## src/rtl/decode_pkg.sv

```systemverilog
// Shared MIPS-I decode types: operation enum, opcode/funct/REGIMM constants,
// decoded-entry structs and the memory-op classifier.
package decode_pkg;

  typedef enum logic [5:0] {
    OP_SLL = 6'd0, OP_SRL, OP_SRA, OP_SLLV, OP_SRLV, OP_SRAV, OP_JR,
    OP_MFHI, OP_MFLO, OP_MULT, OP_MULTU, OP_DIV, OP_DIVU,
    OP_ADD, OP_ADDU, OP_SUB, OP_SUBU, OP_AND, OP_OR, OP_XOR, OP_NOR,
    OP_SLT, OP_SLTU,
    OP_BLTZ, OP_BGEZ, OP_BLTZAL, OP_BGEZAL,
    OP_J, OP_JAL, OP_BEQ, OP_BNE, OP_BLEZ, OP_BGTZ,
    OP_ADDI, OP_ADDIU, OP_SLTI, OP_SLTIU, OP_ANDI, OP_ORI, OP_XORI, OP_LUI,
    OP_LB, OP_LH, OP_LWL, OP_LW, OP_LBU, OP_LHU, OP_LWR,
    OP_SB, OP_SH, OP_SW,
    OP_ILLEGAL = 6'd63
  } op_t;

  localparam logic [5:0] OPC_SPECIAL = 6'h00, OPC_REGIMM = 6'h01, OPC_J     = 6'h02;
  localparam logic [5:0] OPC_JAL     = 6'h03, OPC_BEQ    = 6'h04, OPC_BNE   = 6'h05;
  localparam logic [5:0] OPC_BLEZ    = 6'h06, OPC_BGTZ   = 6'h07, OPC_ADDI  = 6'h08;
  localparam logic [5:0] OPC_ADDIU   = 6'h09, OPC_SLTI   = 6'h0A, OPC_SLTIU = 6'h0B;
  localparam logic [5:0] OPC_ANDI    = 6'h0C, OPC_ORI    = 6'h0D, OPC_XORI  = 6'h0E;
  localparam logic [5:0] OPC_LUI     = 6'h0F, OPC_LB     = 6'h20, OPC_LH    = 6'h21;
  localparam logic [5:0] OPC_LWL     = 6'h22, OPC_LW     = 6'h23, OPC_LBU   = 6'h24;
  localparam logic [5:0] OPC_LHU     = 6'h25, OPC_LWR    = 6'h26, OPC_SB    = 6'h28;
  localparam logic [5:0] OPC_SH      = 6'h29, OPC_SW     = 6'h2B;

  localparam logic [5:0] FN_SLL  = 6'h00, FN_SRL   = 6'h02, FN_SRA  = 6'h03, FN_SLLV = 6'h04;
  localparam logic [5:0] FN_SRLV = 6'h06, FN_SRAV  = 6'h07, FN_JR   = 6'h08, FN_MFHI = 6'h10;
  localparam logic [5:0] FN_MFLO = 6'h12, FN_MULT  = 6'h18, FN_MULTU= 6'h19, FN_DIV  = 6'h1A;
  localparam logic [5:0] FN_DIVU = 6'h1B, FN_ADD   = 6'h20, FN_ADDU = 6'h21, FN_SUB  = 6'h22;
  localparam logic [5:0] FN_SUBU = 6'h23, FN_AND   = 6'h24, FN_OR   = 6'h25, FN_XOR  = 6'h26;
  localparam logic [5:0] FN_NOR  = 6'h27, FN_SLT   = 6'h2A, FN_SLTU = 6'h2B;

  localparam logic [4:0] RT_BLTZ = 5'd0, RT_BGEZ = 5'd1, RT_BLTZAL = 5'd16, RT_BGEZAL = 5'd17;

  typedef struct packed {
    op_t         op;
    logic        illegal;
    logic        is_mem;
    logic [4:0]  rs;
    logic [4:0]  rt;
    logic [4:0]  rd;
    logic [4:0]  shamt;
    logic [15:0] imm;
    logic [25:0] addr;
  } dec_t;

  typedef struct packed {
    dec_t        dec;
    logic [31:0] pc;
  } entry_t;

  function automatic logic is_mem_op(input op_t op);
    case (op)
      OP_LB, OP_LBU, OP_LH, OP_LHU, OP_LW, OP_LWL, OP_LWR,
      OP_SB, OP_SH, OP_SW: is_mem_op = 1'b1;
      default:             is_mem_op = 1'b0;
    endcase
  endfunction

endpackage

```

## src/rtl/mips_decode_comb.sv

```systemverilog
// Combinational MIPS-I decoder: instruction word to operation, legality,
// memory-op flag and raw fields.
module mips_decode_comb
  import decode_pkg::*;
(
  input  logic [31:0] instr,
  output dec_t        dec
);

  logic [5:0] opcode;
  logic [5:0] funct;
  logic [4:0] rt;
  op_t        op;

  assign opcode = instr[31:26];
  assign funct  = instr[5:0];
  assign rt     = instr[20:16];

  always_comb begin
    op = OP_ILLEGAL;
    case (opcode)
      OPC_SPECIAL: begin
        case (funct)
          FN_SLL:   op = OP_SLL;
          FN_SRL:   op = OP_SRL;
          FN_SRA:   op = OP_SRA;
          FN_SLLV:  op = OP_SLLV;
          FN_SRLV:  op = OP_SRLV;
          FN_SRAV:  op = OP_SRAV;
          FN_JR:    op = OP_JR;
          FN_MFHI:  op = OP_MFHI;
          FN_MFLO:  op = OP_MFLO;
          FN_MULT:  op = OP_MULT;
          FN_MULTU: op = OP_MULTU;
          FN_DIV:   op = OP_DIV;
          FN_DIVU:  op = OP_DIVU;
          FN_ADD:   op = OP_ADD;
          FN_ADDU:  op = OP_ADDU;
          FN_SUB:   op = OP_SUB;
          FN_SUBU:  op = OP_SUBU;
          FN_AND:   op = OP_AND;
          FN_OR:    op = OP_OR;
          FN_XOR:   op = OP_XOR;
          FN_NOR:   op = OP_NOR;
          FN_SLT:   op = OP_SLT;
          FN_SLTU:  op = OP_SLTU;
          default:  op = OP_ILLEGAL;
        endcase
      end
      OPC_REGIMM: begin
        case (rt)
          RT_BLTZ:   op = OP_BLTZ;
          RT_BGEZ:   op = OP_BGEZ;
          RT_BLTZAL: op = OP_BLTZAL;
          RT_BGEZAL: op = OP_BGEZAL;
          default:   op = OP_ILLEGAL;
        endcase
      end
      OPC_J:     op = OP_J;
      OPC_JAL:   op = OP_JAL;
      OPC_BEQ:   op = OP_BEQ;
      OPC_BNE:   op = OP_BNE;
      // The compare-with-zero branches encode a second register slot that must be empty.
      OPC_BLEZ:  op = (rt == 5'd0) ? OP_BLEZ : OP_ILLEGAL;
      OPC_BGTZ:  op = (rt == 5'd0) ? OP_BGTZ : OP_ILLEGAL;
      OPC_ADDI:  op = OP_ADDI;
      OPC_ADDIU: op = OP_ADDIU;
      OPC_SLTI:  op = OP_SLTI;
      OPC_SLTIU: op = OP_SLTIU;
      OPC_ANDI:  op = OP_ANDI;
      OPC_ORI:   op = OP_ORI;
      OPC_XORI:  op = OP_XORI;
      OPC_LUI:   op = OP_LUI;
      OPC_LB:    op = OP_LB;
      OPC_LH:    op = OP_LH;
      OPC_LWL:   op = OP_LWL;
      OPC_LW:    op = OP_LW;
      OPC_LBU:   op = OP_LBU;
      OPC_LHU:   op = OP_LHU;
      OPC_LWR:   op = OP_LWR;
      OPC_SB:    op = OP_SB;
      OPC_SH:    op = OP_SH;
      OPC_SW:    op = OP_SW;
      default:   op = OP_ILLEGAL;
    endcase
  end

  assign dec.op      = op;
  assign dec.illegal = (op == OP_ILLEGAL);
  assign dec.is_mem  = is_mem_op(op);
  assign dec.rs      = instr[25:21];
  assign dec.rt      = instr[20:16];
  assign dec.rd      = instr[15:11];
  assign dec.shamt   = instr[10:6];
  assign dec.imm     = instr[15:0];
  assign dec.addr    = instr[25:0];

endmodule

```

## src/rtl/decode_queue.sv

```systemverilog
// Registered decode stage: instructions are decoded on entry and held in a
// circular queue; the head is presented to execute and stalled on busy memory.
module decode_queue
  import decode_pkg::*;
#(
  parameter int DEPTH = 2,
  parameter int CNT_W = 16
) (
  input  logic              clk,
  input  logic              reset_n,
  input  logic              in_valid,
  output logic              in_ready,
  input  logic [31:0]       in_instr,
  input  logic [31:0]       in_pc,
  input  logic              flush,
  input  logic              waitrequest,
  output logic              out_valid,
  input  logic              out_ready,
  output logic              stall,
  output op_t               out_op,
  output logic              out_illegal,
  output logic              out_is_mem,
  output logic [4:0]        out_rs,
  output logic [4:0]        out_rt,
  output logic [4:0]        out_rd,
  output logic [4:0]        out_shamt,
  output logic [15:0]       out_imm,
  output logic [25:0]       out_addr,
  output logic [31:0]       out_pc,
  output logic [CNT_W-1:0]  stall_cycles
);

  localparam int PTR_W = $clog2(DEPTH);
  localparam int CNT_BITS = $clog2(DEPTH + 1);
  localparam logic [CNT_BITS-1:0] FULL = CNT_BITS'(DEPTH);

  entry_t              mem_q [DEPTH];
  logic [PTR_W-1:0]    rd_ptr_q, wr_ptr_q;
  logic [CNT_BITS-1:0] count_q;
  logic [CNT_W-1:0]    stall_cnt_q;
  dec_t                in_dec;
  entry_t              head;
  logic                enq, deq;

  mips_decode_comb u_dec (
    .instr (in_instr),
    .dec   (in_dec)
  );

  assign head      = mem_q[rd_ptr_q];
  // Ready looks only at registered count so there is no in_ready <- out_ready path.
  assign in_ready  = (count_q != FULL);
  assign out_valid = (count_q != '0);
  assign stall     = out_valid && head.dec.is_mem && waitrequest;

  assign enq = in_valid && in_ready && !flush;
  assign deq = out_valid && out_ready && !stall && !flush;

  always_ff @(posedge clk or negedge reset_n) begin
    if (!reset_n) begin
      for (int i = 0; i < DEPTH; i++) mem_q[i] <= '0;
    end else if (enq) begin
      mem_q[wr_ptr_q] <= '{dec: in_dec, pc: in_pc};
    end
  end

  always_ff @(posedge clk or negedge reset_n) begin
    if (!reset_n) begin
      rd_ptr_q <= '0;
      wr_ptr_q <= '0;
      count_q  <= '0;
    end else if (flush) begin
      rd_ptr_q <= '0;
      wr_ptr_q <= '0;
      count_q  <= '0;
    end else begin
      if (enq) wr_ptr_q <= wr_ptr_q + 1'b1;
      if (deq) rd_ptr_q <= rd_ptr_q + 1'b1;
      case ({enq, deq})
        2'b10:   count_q <= count_q + 1'b1;
        2'b01:   count_q <= count_q - 1'b1;
        default: count_q <= count_q;
      endcase
    end
  end

  always_ff @(posedge clk or negedge reset_n) begin
    if (!reset_n) begin
      stall_cnt_q <= '0;
    end else if (stall && (stall_cnt_q != '1)) begin
      stall_cnt_q <= stall_cnt_q + 1'b1;
    end
  end

  assign stall_cycles = stall_cnt_q;
  assign out_op       = head.dec.op;
  assign out_illegal  = head.dec.illegal;
  assign out_is_mem   = head.dec.is_mem;
  assign out_rs       = head.dec.rs;
  assign out_rt       = head.dec.rt;
  assign out_rd       = head.dec.rd;
  assign out_shamt    = head.dec.shamt;
  assign out_imm      = head.dec.imm;
  assign out_addr     = head.dec.addr;
  assign out_pc       = head.pc;

endmodule

```

## config.mk

```make
export PLATFORM = sky130hd
export DESIGN_NAME = decode_queue
export DESIGN_NICKNAME = d
export VERILOG_FILES = /design/src/rtl/decode_pkg.sv /design/src/rtl/mips_decode_comb.sv /design/src/rtl/decode_queue.sv
export SDC_FILE = /design/constraint.sdc
export NUM_CORES = 1
export LEC_CHECK = 0
export ABC_AREA = 0
export BUFFER_PORTS_ARGS = -buffer_cell sky130_fd_sc_hd__buf_2
export CAP_MARGIN = 10
export CORE_AREA = 10 10 151 153
export CTS_CLUSTER_DIAMETER = 50
export CTS_CLUSTER_SIZE = 25
export DETAILED_ROUTE_END_ITERATION = 8
export DIE_AREA = 0 0 161 163
export SYNTH_ARGS = -nofsm -noshare
export SYNTH_HDL_FRONTEND = slang
export SYNTH_SLANG_ARGS = --single-unit
```

## constraint.sdc

```tcl
create_clock -name clk -period 2.75 [get_ports clk]
set_clock_uncertainty 0.1 [all_clocks]
set_input_delay 0.4125 -clock clk [delete_from_list [all_inputs] [get_ports clk]]
set_output_delay 0.4125 -clock clk [all_outputs]
set_load 0.01 [all_outputs]
```

==> results_dict.tcl <==
set metrics [dict create \
    status "finished clean" \
    timing.fmax_mhz 432 \
    h-tree-depth 4 \
    path_cells "buf_2 -> or4_1 -> or3_4 -> nor3_1 -> nor4_1 -> a311o_1 -> o31ai_1" \
    avgSynthCellArea_sq_um 10.3 \
    reg2reg_to "stall_cycles[15]" \
    synth_compound_area_frac 0.0611 \
    grt_pass1_wl_mm 32.4 \
    synth_area_leaders "dfrtp_1 (49%), mux2_2 (19%), nand2_1 (9.2%), buf_4 (3.5%), clkbuf_1 (1.5%)" \
    synthesis.nets 835 \
    gp_congestion 0.831 \
    worstPathArrival_ps 2530 \
    insertion_delay_ps 410 \
    clk_path_buf_depth 2 \
    drive_above_1_share 0.417 \
    path_class "in2reg" \
    antenna_cells 0 \
    grt_pass1_vias 6138 \
    grt-ovfl-total 0 \
    finalWirelength_mm 19.6 \
    synthArstFlopShare 1.00 \
    die_w_um 161 \
    synth_edf_count 0 \
    slew_violations 0 \
    start_kind "primary input" \
    root_buffer "clkbuf_16" \
    r2r_cells 6 \
    power_uw 7400 \
    synth_top_cell_by_area "dfrtp_1" \
    ant_nets 0 \
    yosys-top-cells-count "nand2_1 (191), dfrtp_1 (152), mux2_2 (130)" \
    yosysSeqAreaShare 0.489 \
    via_per_inst 4.92 \
    timing.rr.start "stall_cycles[6]" \
    crit_start "in_instr[29]" \
    vias 5884 \
    synth_ff_type "dfrtp_1" \
    synth_top_cell_area_share 0.489 \
    synth_cells 759 \
    synth_top_family_by_area "multiplexers" \
    min_from "in_pc[25]" \
    fin_nets 991 \
    synth-xor-area-share 0.0214 \
    path_max_fanout 7 \
    synthAdderAreaFrac 0.0122 \
    area_growth_pct 21.2 \
    initialDrtViolationCount 329 \
    multiInputGateArea_sq_um 3510 \
    rows 52 \
    synth.most_common_cell "nand2_1" \
    tritoncts "done" \
    layout_worst_path_cycle_share 0.842 \
    detail_route.wl_per_cell_um 16.4 \
    synth_mux_area_frac 0.189 \
    cts_sinks 152 \
    drc_errors 0 \
    fp.dieH_um 163 \
    maxSlewHeadroom 0.511 \
    grt_start_max_net_pins 68 \
    seq_area_sq_um 3800 \
    synth-simple-area-share 0.166 \
    worstHoldPathCells 3 \
    ir_worst_vdd_mv 0.414 \
    grt_setup_unrepaired "false" \
    maxCapViolCount 0 \
    cts-buffers-inserted 17 \
    grt_use_total 0.150 \
    initial_core_util 0.391 \
    p_leak_uw 0.00454 \
    io_pins 191 \
    min_to "mem_q[25]" \
    hold_path_class "in2reg" \
    dr.pass1.iters 4 \
    finalSetupTns_ps 0 \
    worstMarginPinSlew_ps 734 \
    power.density_nw_per_um2 784 \
    crit_buf_inv 1 \
    cp.required_ps 2960 \
    clk_pin_slew_ps 60 \
    endpoint_kind "register" \
    cpPeakStageDelay_ps 580 \
    antenna_found_initial 0 \
    period_needed_ps 2320 \
    path_delay_family "simple AND/OR/NAND/NOR gates" \
    hold_viol_final 0 \
    synth_warnings 0 \
    io_buffers 190 \
    cpMaxStageDelayCell "or4_1" \
    core-area_sq_um 19900 \
    post-dp-hpwl_mm 14.0 \
    setup_viol 0 \
    design.die.area_sq_um 26200 \
    synth.distinct_cells 55 \
    r2r_slack_ps 530 \
    ys_seq_elements 152 \
    nFillCells 1914 \
    netlist_area_sq_um 7790 \
]
-- registers in the layout, summed over array words and instances, names as in the netlist --
signal and count:
stall_cycles 16, mem_q 132, wr_ptr_q 1, rd_ptr_q 1, count_q 2
-- worst max path at each step --
stage,slack [ps],endpoint,cells after the start
after floorplan,230,mem_q[197],7
after global placement,100,mem_q[95],7
after detailed placement,60,mem_q[197],7
after CTS,440,out_rt[4],3
after global routing,270,stall_cycles[14],6
final,430,mem_q[197],7
-- cell families (layout without fill, tap and decap cells) --
kind of cell	count (synthesis)	in the layout
AND/OR/NAND/NOR	290	290
flip-flops	152	152
multiplexers	131	131
buffers and inverters	90	257
AO/OA/AOI/OAI	69	69
XOR/XNOR	19	19
adder cells (fa/ha/maj)	8	8
-- what timing repair did --
item,in CTS,in global routing
hold buffers,1,0
gates resized for setup,0,0
setup endpoints to repair,0,0
setup buffers,0,0
hold endpoints to repair,39,0
-- power breakdown --
part | switching, uW | internal (uW)
Combinational | 1060 | 999
Sequential | 303 | 2810
Clock | 903 | 1320
Total | 2270 | 5130
-- area by class of cell --
type | instances | share of cell area
Tap cell | 270 | 0.0358
Clock inverter | 13 | 0.0139
Inverter | 12 | 0.00477
Clock buffer | 17 | 0.0451
Timing Repair Buffer | 215 | 0.126
Sequential cell | 152 | 0.403
Multi-Input combinational cell | 517 | 0.372
-- cells in the final DEF, fill, tap and decap left out, drive strengths merged, types with 3 or more instances in the layout --
cell and instances:
xnor2 11, and3 5, inv 13, or4 4, nand4 6, and4 4, o21ai 14, a211oi 5
o211ai 4, a21oi 12, or3 5, nor4 3, nand3 6, a21o 4, or2 4, a31oi 4
ha 6, nand2b 11, clkbuf 17, o31ai 4, nand2 191, nand3b 3, a41oi 3, clkinv 8
nor2 27, mux2 130, buf 214, or3b 3, dfrtp 152, nor3 10, nor2b 3, xor2 8
-- through the flow --
step / utilization / cell area (sq um) / worst slack [ps] / hold slack (ps) / cells
CTS: 0.474 / 9440 / 444 / 81.8 / 1196
global placement: 0.446 / 8870 / 102 / 257 / 1165
detailed placement: 0.446 / 8870 / 63.3 / 255 / 1165
global route: 0.474 / 9440 / 273 / 94.3 / 1196
finish: 0.474 / 9440 / 435 / 105 / 1196
floorplan: - / 7790 / 231 / 16.9 / 759
-- worst reg2reg max path: cells and delay by family, from the launching register on --
family,cells,cell delay [ps]
AOI/OAI and AO/OA,1,390
xor gates and xnor gates,1,140
DFF,1,450
and+or+nand+nor,4,1020
-- metal layers --
metal / global-route usage / vias to the layer above / wire (um)
met5: 0 / - / 0
met4: 0.0364 / 0 / 174
met3: 0.0377 / 13 / 889
met2: 0.247 / 139 / 9570
met1: 0.193 / 2871 / 8970
li1: - / 2861 / -
No activity file was read; power rests on OpenSTA's default activity.
